## src/rtl/dcache_controller.sv

```systemverilog
// Direct-mapped write-back/write-allocate data cache with block-level memory handshake.
// Optional hit/miss counters are enabled with DCACHE_STATS_EN.
module dcache_controller #(
  parameter int unsigned LINES = 8
) (
  input  logic         clock,
  input  logic         reset,
  input  logic         read,
  input  logic         write,
  input  logic [31:0]  address,
  input  logic [31:0]  writedata,
  output logic [31:0]  readdata,
  output logic         busywait,
  output logic         mem_read,
  output logic         mem_write,
  output logic [27:0]  mem_address,
  output logic [127:0] mem_writedata,
  input  logic [127:0] mem_readdata,
`ifdef DCACHE_STATS_EN
  output logic [31:0]  hit_count,
  output logic [31:0]  miss_count,
`endif
  input  logic         mem_busywait
);

  localparam int unsigned IDX_W = $clog2(LINES);
  localparam int unsigned TAG_W = 28 - IDX_W;

  typedef enum logic [1:0] {IDLE, WRITEBACK, ALLOCATE, UPDATE} state_t;

  state_t state, next_state;

  logic [LINES-1:0] valid, dirty;
  logic [TAG_W-1:0] tags   [LINES];
  logic [127:0]     blocks [LINES];
  logic [127:0]     fill_buffer;

  logic [IDX_W-1:0] idx;
  logic [TAG_W-1:0] tag;
  logic [1:0]       offset;
  logic             request, hit, write_hit;
  logic [127:0]     cur_block;
  logic             unused;

  assign idx       = address[4 +: IDX_W];
  assign tag       = address[31 -: TAG_W];
  assign offset    = address[3:2];
  assign unused    = &{1'b0, address[1:0]};
  assign request   = read || write;
  assign hit       = valid[idx] && (tags[idx] == tag);
  assign cur_block = blocks[idx];
  assign write_hit = (state == IDLE) && hit && write;
  assign busywait  = request && !((state == IDLE) && hit);
  // A combined read+write is a store, so it does not drive load data.
  assign readdata  = ((state == IDLE) && hit && read && !write)
                     ? cur_block[{offset, 5'd0} +: 32] : '0;

  always_ff @(posedge clock or posedge reset) begin
    if (reset) state <= IDLE;
    else       state <= next_state;
  end

  always_comb begin
    next_state    = state;
    mem_read      = 1'b0;
    mem_write     = 1'b0;
    mem_address   = '0;
    mem_writedata = '0;
    unique case (state)
      IDLE: begin
        if (request && !hit)
          next_state = (valid[idx] && dirty[idx]) ? WRITEBACK : ALLOCATE;
      end
      WRITEBACK: begin
        mem_write     = 1'b1;
        mem_address   = {tags[idx], idx};
        mem_writedata = cur_block;
        if (!mem_busywait) next_state = ALLOCATE;
      end
      ALLOCATE: begin
        mem_read    = 1'b1;
        mem_address = address[31:4];
        if (!mem_busywait) next_state = UPDATE;
      end
      UPDATE: next_state = IDLE;
      default: next_state = IDLE;
    endcase
  end

  always_ff @(posedge clock or posedge reset) begin
    if (reset) begin
      valid <= '0;
      dirty <= '0;
    end else if (state == UPDATE) begin
      valid[idx] <= 1'b1;
      dirty[idx] <= 1'b0;
    end else if (write_hit) begin
      dirty[idx] <= 1'b1;
    end
  end

  // Line storage is not reset; cleared valid bits make stale contents unreachable.
  always_ff @(posedge clock) begin
    if (state == UPDATE) begin
      blocks[idx] <= fill_buffer;
      tags[idx]   <= tag;
    end else if (write_hit) begin
      blocks[idx][{offset, 5'd0} +: 32] <= writedata;
    end
    if ((state == ALLOCATE) && !mem_busywait) fill_buffer <= mem_readdata;
  end

`ifdef DCACHE_STATS_EN
  // refill_pending marks the re-presented request after a refill so its hit is not counted.
  logic refill_pending;

  always_ff @(posedge clock or posedge reset) begin
    if (reset) begin
      hit_count      <= '0;
      miss_count     <= '0;
      refill_pending <= 1'b0;
    end else if ((state == IDLE) && request) begin
      if (hit) begin
        if (!refill_pending) hit_count <= hit_count + 32'd1;
        refill_pending <= 1'b0;
      end else begin
        miss_count     <= miss_count + 32'd1;
        refill_pending <= 1'b1;
      end
    end
  end
`endif

endmodule

```

## config.mk

```make
export PLATFORM = sky130hd
export DESIGN_NAME = dcache_controller
export DESIGN_NICKNAME = d
export VERILOG_FILES = /design/src/rtl/dcache_controller.sv
export SDC_FILE = /design/constraint.sdc
export NUM_CORES = 1
export LEC_CHECK = 0
export CORE_ASPECT_RATIO = 0.75
export CORE_UTILIZATION = 52
export DETAILED_ROUTE_END_ITERATION = 8
export PLACE_DENSITY = 0.72
export SYNTH_ARGS = -nofsm -noshare
export SYNTH_HDL_FRONTEND = slang
export SYNTH_SLANG_ARGS = --single-unit
```

## constraint.sdc

```tcl
create_clock -name clock -period 9.1 [get_ports clock]
set_input_delay 0.91 -clock clock [delete_from_list [all_inputs] [get_ports clock]]
set_output_delay 0.91 -clock clock [all_outputs]
set_load 0.01 [all_outputs]
```

==> results.json, run 1 <==
{
  "status": "finished, final reports clean",
  "slew_headroom_pct": 19.22,
  "dp_hpwl_um": 100300,
  "worstSetupPathType": "in -> out",
  "start_util_pct": 52.75,
  "overflow": 0,
  "pin_count": 388,
  "nFillCells": 7124,
  "ys_seq_area_share_pct": 76.40,
  "end_kind": "output port",
  "synth_flop_cell": "edfxtp_1",
  "async_flop_share_pct": 1.314,
  "grt.total_usage_pct": 30.92,
  "ir_worst_vdd_v": 0.0001973,
  "p_leak_nw": 20.83,
  "drive_gt1_share_pct": 12.61,
  "wl_per_cell_um": 32.39,
  "worst_pin_slew_ns": 1.209,
  "cp_num_buf_inv": 4,
  "antenna_found_initial": 19,
  "final_cell_mix": "1352 x edfxtp_1, 512 x a22oi_1, 383 x clkdlybuf4s50_1",
  "vias": 32544,
  "ys_seq_elements": 1370,
  "skew_ns": 0.03899,
  "finalCritPeriodShare_pct": 75.83,
  "synth-edff-count": 1352,
  "synth_area_per_cell_um2": 16.82,
  "ys.warnings.count": 0,
  "critical_path_required_ns": 8.19,
  "syn_to_final_growth_pct": 18.81,
  "worst_path_max_delay_cell": "or2_1",
  "hold_violations": 0,
  "drtIter0Drc": 4431,
  "viasPerCell": 6.456,
  "clock.fmax_mhz": 144.9,
  "cp-start-kind": "input pin",
  "num_rows": 101,
  "cts-root-buf": "clkbuf_16",
  "antenna_left": 0,
  "drt-total-wl_um": 163300,
  "worst-path-max-fanout": 32,
  "crit_family": "simple AND/OR/NAND/NOR gates",
  "crit_chain": "clkdlybuf4s50_1, buf_4, or2_1, o22ai_1, o21a_1, nor4b_1, or4b_1, or4_1, or3b_4, buf_4, nor2_4, clkdlybuf4s50_1",
  "die_y_um": 280.4,
  "crit_path_max_incr_delay_ns": 0.70,
  "holdWs_ns": 0.4708,
  "yosysUniqueCellTypes": 54,
  "firstDrtPassIters": 6,
  "syn_nets": 3402,
  "maxCapViolations": 0,
  "io_buffers": 385,
  "route.detailed.drc": 0,
  "grt_pass1_vias": 30503,
  "nets": 3798,
  "grt_pass1_wl_um": 226900,
  "coreArea_um2": 101900,
  "die_area_um2": 104600,
  "fin_util_pct": 62.67,
  "critPathArrivalTime_ns": 5.99,
  "path_clk_slew_ns": 0.06,
  "setup_violations": 0,
  "setup_tns_ns": 0,
  "worstSkewPairLatency_ns": 0.77,
  "syn_inst": 3195,
  "layout_commonest_cell": "edfxtp_1",
  "h-tree-depth": 4,
  "cts_tree": "done",
  "finalMaxSlewViolations": 0,
  "power.density_nw_per_um2": 240.6,
  "cts_setup_buffers": 0,
  "synth.cell_area_um2": 53730,
  "cts_buffers": 131,
  "rsz0062_at_grt": "no",
  "cts_hold_buffers": 0,
  "min_path_type": "reg -> reg",
  "grt_start_max_net_pins": 131,
  "gp_congestion": 0.9177,
  "cts_sinks": 1370,
  "dieWidth_um": 373.2,
  "clockBufferDepth": 3,
  "min_period_ns": 6.900,
  "cts_resized": 0
}
[cells by family after synthesis]
family	Yosys count	share of synthesized area (%)
compound gates	632	8.484
xor+xnor	12	0.1956
fa+ha+maj	10	0.2329
buf+inv	346	2.625
flops	1370	76.40
mux	248	5.950
simple gates	577	6.111
[cell usage after synthesis, types with 4 or more instances]
master,count,area share (%)
or3_1,5,0.058
mux2i_1,145,2.7
mux4_2,52,2.2
nand4_1,6,0.070
and4_1,128,2.1
nor2b_1,19,0.22
and2_1,14,0.16
a22oi_1,512,7.2
edfxtp_1,1352,76
nand3b_1,4,0.056
buf_6,5,0.10
a21oi_1,43,0.40
nand2b_1,6,0.070
nor2_1,151,1.1
or2_2,5,0.058
dfrtp_1,18,0.84
mux2_2,50,1.0
o21ai_0,24,0.22
inv_1,143,1.0
ha_1,10,0.23
xnor2_1,7,0.11
buf_2,11,0.10
xor2_1,5,0.082
nand2_1,172,1.2
a222oi_1,5,0.093
nor3_1,19,0.18
buf_1,15,0.10
nor2_4,30,0.63
o21a_1,4,0.056
o22ai_1,32,0.37
clkbuf_1,163,1.1
[metal layers]
layer  global-route usage (%)  share of wire (%)
met1                    41.81                 37
met2                    44.67                 44
met3                    10.65                 14
met4                    15.68                5.2
met5                        0               0.11
[layout make-up]
| cell class | instances | area, µm² | area share (%) |
|---|---|---|---|
| Antenna cell | 6 | 15.01 | 0.02352 |
| Clock buffer | 155 | 3398 | 5.324 |
| Clock inverter | 83 | 819.5 | 1.284 |
| Inverter | 146 | 550.5 | 0.8624 |
| Multi-Input combinational cell | 1479 | 11760 | 18.42 |
| Sequential cell | 1370 | 41050 | 64.31 |
| Tap cell | 1339 | 1675 | 2.625 |
| Timing Repair Buffer | 463 | 4569 | 7.158 |
[sequential cells by signal, indices dropped and copies added (netlist names), named ones only]
signal / cells
valid: 8
state: 2
blocks: 1024
tags: 200
fill_buffer: 128
[worst paths after layout]
path	start	to	slack, ns	cells after the start
max reg2reg	tags[4][9]$_DFFE_PP_	blocks[1][38]$_DFFE_PP_	4.15	10
min reg2reg	valid[7]$_DFFE_PP0P_	valid[7]$_DFFE_PP0P_	0.47	1
min in group asynchronous	reset	valid[0]$_DFFE_PP0P_	0.66	2
max in group asynchronous	reset	valid[1]$_DFFE_PP0P_	7.93	2
max	address[5]	readdata[2]	2.20	12
min	valid[7]$_DFFE_PP0P_	valid[7]$_DFFE_PP0P_	0.47	1
[stage by stage]
stage | setup slack, ns | power, W | cell area (µm²) | std cells
2_1_floorplan | 2.077 | 0.008893 | 53730 | 3195
3_3_place_gp | 2.292 | 0.009981 | 59600 | 4797
3_5_place_dp | 2.310 | 0.01003 | 59600 | 4797
4_1_cts | 2.284 | 0.01535 | 63820 | 5035
5_1_grt | 2.159 | 0.01575 | 63830 | 5037
6_report | 2.200 | 0.01536 | 63840 | 5041
[report_power, final]
part           total, W  internal, W  switching, W
Sequential      0.00772      0.00761      0.000112
Clock           0.00540      0.00300       0.00241
Combinational   0.00223     0.000718       0.00151
Total            0.0154       0.0113       0.00403
(Power assumes the default switching activity.)
==> inputs of run 2 (changes only) <==
clock period = 7.1 ns   (was 9.1 ns; I/O delays follow)
==> run 2 against run 1 <==
Sequential power grew 28%. Sequential share of layout area is 0.17 points lower. Highest routed layer unchanged. Worst hold slack got worse by 0.022 ns. Routed wire length is 0.68% lower. Global-route usage is 0.25 points lower. Flip-flop and latch count unchanged. Die area is the same. Clock skew rose by 0.011 ns. Core utilization up 0.17 points. Clock-buffer cell count rose by 9. Cell area grew 0.27%. Non-clock buffer count increased by 12. Critical endpoint is now readdata[20].
==> results.json, run 2 (synthesized netlist as in run 1, its figures left out) <==
{
  "fin_cells": 5045,
  "ir_worst_vdd_v": 0.0002536,
  "path_clk_slew_ns": 0.06,
  "pin_count": 388,
  "worst_pin_slew_ns": 1.094,
  "final-seq-area_um2": 41050,
  "finalMaxSlewViolations": 0,
  "cp-start-kind": "input pin",
  "io_buffers": 385,
  "multiInputGateArea_um2": 11760,
  "critical_path_required_ns": 6.39,
  "pre_cts_ws_ns": 0.9441,
  "worst_path_max_delay_cell": "or3b_4",
  "hold_violations": 0,
  "wl_per_cell_um": 32.14,
  "grt.met2_usage_pct": 44.44,
  "vias": 32292,
  "grt_pass1_vias": 30415,
  "power.density_nw_per_um2": 308.5,
  "antenna_found_initial": 19,
  "setup_violations": 0,
  "dp.cells": 4809,
  "p_leak_nw": 20.90,
  "num_rows": 101,
  "top_register": "blocks",
  "nFillCells": 7160,
  "setup_tns_ns": 0,
  "coreArea_um2": 101900,
  "route.detailed.drc": 0,
  "worst-path-max-fanout": 27,
  "final_cell_mix": "1352 x edfxtp_1, 512 x a22oi_1, 383 x clkdlybuf4s50_1",
  "worstSetupPathType": "in -> out",
  "start_util_pct": 52.75,
  "end_kind": "output port",
  "drive_gt1_share_pct": 12.70,
  "min_path_type": "in -> async",
  "cts-root-buf": "clkbuf_16",
  "cts_sinks": 1370,
  "r2r-start": "tags[2][4]$_DFFE_PP_",
  "die_y_um": 280.4,
  "overflow": 0,
  "layout_commonest_cell": "edfxtp_1",
  "firstDrtPassIters": 6,
  "drtIter0Drc": 4428,
  "cts_tree": "done",
  "cts_setup_buffers": 0,
  "cts_buffers": 131,
  "grtUsageMet3_pct": 10.09,
  "h-tree-depth": 4,
  "status": "finished, final reports clean",
  "cts_resized": 0,
  "viasPerCell": 6.401,
  "clockBufferDepth": 3,
  "dieWidth_um": 373.2,
  "fin_area_um2": 64010,
  "maxCapViolations": 0,
  "startpoint": "address[5]",
  "nets": 3810,
  "top_usage_layer": "met2",
  "cts_hold_buffers": 0,
  "clock.fmax_mhz": 159.4,
  "crit_chain": "clkdlybuf4s50_1, nand2b_1, o22ai_1, o21a_1, nor4b_1, nand4_1, or4_1, or3b_4, buf_4, nor2_4, clkdlybuf4s50_1",
  "fin_util_pct": 62.84,
  "finalCritPeriodShare_pct": 88.38,
  "skew_ns": 0.05043,
  "critPathArrivalTime_ns": 5.57,
  "syn_to_final_growth_pct": 19.13,
  "antenna_left": 0,
  "grt_pass1_wl_um": 225500,
  "grt.total_usage_pct": 30.67,
  "slew_headroom_pct": 26.86,
  "cpMostUsedCell": "clkdlybuf4s50_1",
  "largest_reg_flops": 1024,
  "gp_congestion": 0.9127,
  "gr-usage-met1_pct": 41.80,
  "crit_path_max_incr_delay_ns": 0.69,
  "worstSkewPairLatency_ns": 0.79,
  "setup_ws_ns": 0.8249,
  "largestRegisters": "blocks (1024), tags (200), fill_buffer (128)",
  "drt-total-wl_um": 162200,
  "die_area_um2": 104600,
  "dp_hpwl_um": 99850,
  "min_period_ns": 6.275,
  "placed_area_um2": 59730,
  "grt_start_max_net_pins": 130,
  "rsz0062_at_grt": "no"
}
[run 2: worst paths after layout]
| path | depth (start not counted) | to | slack (ns) |
|---|---|---|---|
| max | 11 | readdata[20] | 0.82 |
| min | 2 | async pin | 0.45 |
| max reg2reg | 11 | blocks[0][73]$_DFFE_PP_ | 2.59 |
| min reg2reg | 1 | valid[1]$_DFFE_PP0P_ | 0.47 |
| max in group asynchronous | 2 | valid[5]$_DFFE_PP0P_ | 6.16 |
| min in group clock | 1 | fill_buffer[107]$_DFFE_PP_ | 0.47 |
[run 2: worst max-delay path, delay by kind of cell]
family / cells / cell delay (ns)
and+or+nand+nor: 6 / 2.80
AOI/OAI and AO/OA: 2 / 0.41
buffers and inverters: 3 / 1.52
[run 2: final cells by class]
class	instances	area share [%]
sequential	1370	64.13
antenna	5	0.01955
timing repair buffer	475	7.338
multi-input combinational	1479	18.37
tap	1339	2.617
inverter	146	0.8601
clock buffer	164	5.348
clock inverter	67	1.314
[run 2: stage by stage]
stage	power (W)	hold slack, ns
global placement	0.01281	0.4542
CTS	0.01973	0.4311
floorplan	0.01140	0.4344
detailed placement	0.01287	0.4560
global route	0.02025	0.4516
finish	0.01974	0.4484
[run 2: power breakdown]
| group | leakage (nW) | switching [W] | internal [W] |
|---|---|---|---|
| Sequential | 12.5 | 0.000152 | 0.00975 |
| Clock | 2.06 | 0.00313 | 0.00386 |
| Combinational | 6.38 | 0.00192 | 0.000931 |
[run 2: routing by layer]
layer,vias to the layer above,part of all wire (%)
li1,13491,-
met1,16222,37
met2,2226,44
met3,339,13
met4,14,4.8
met5,-,0.064
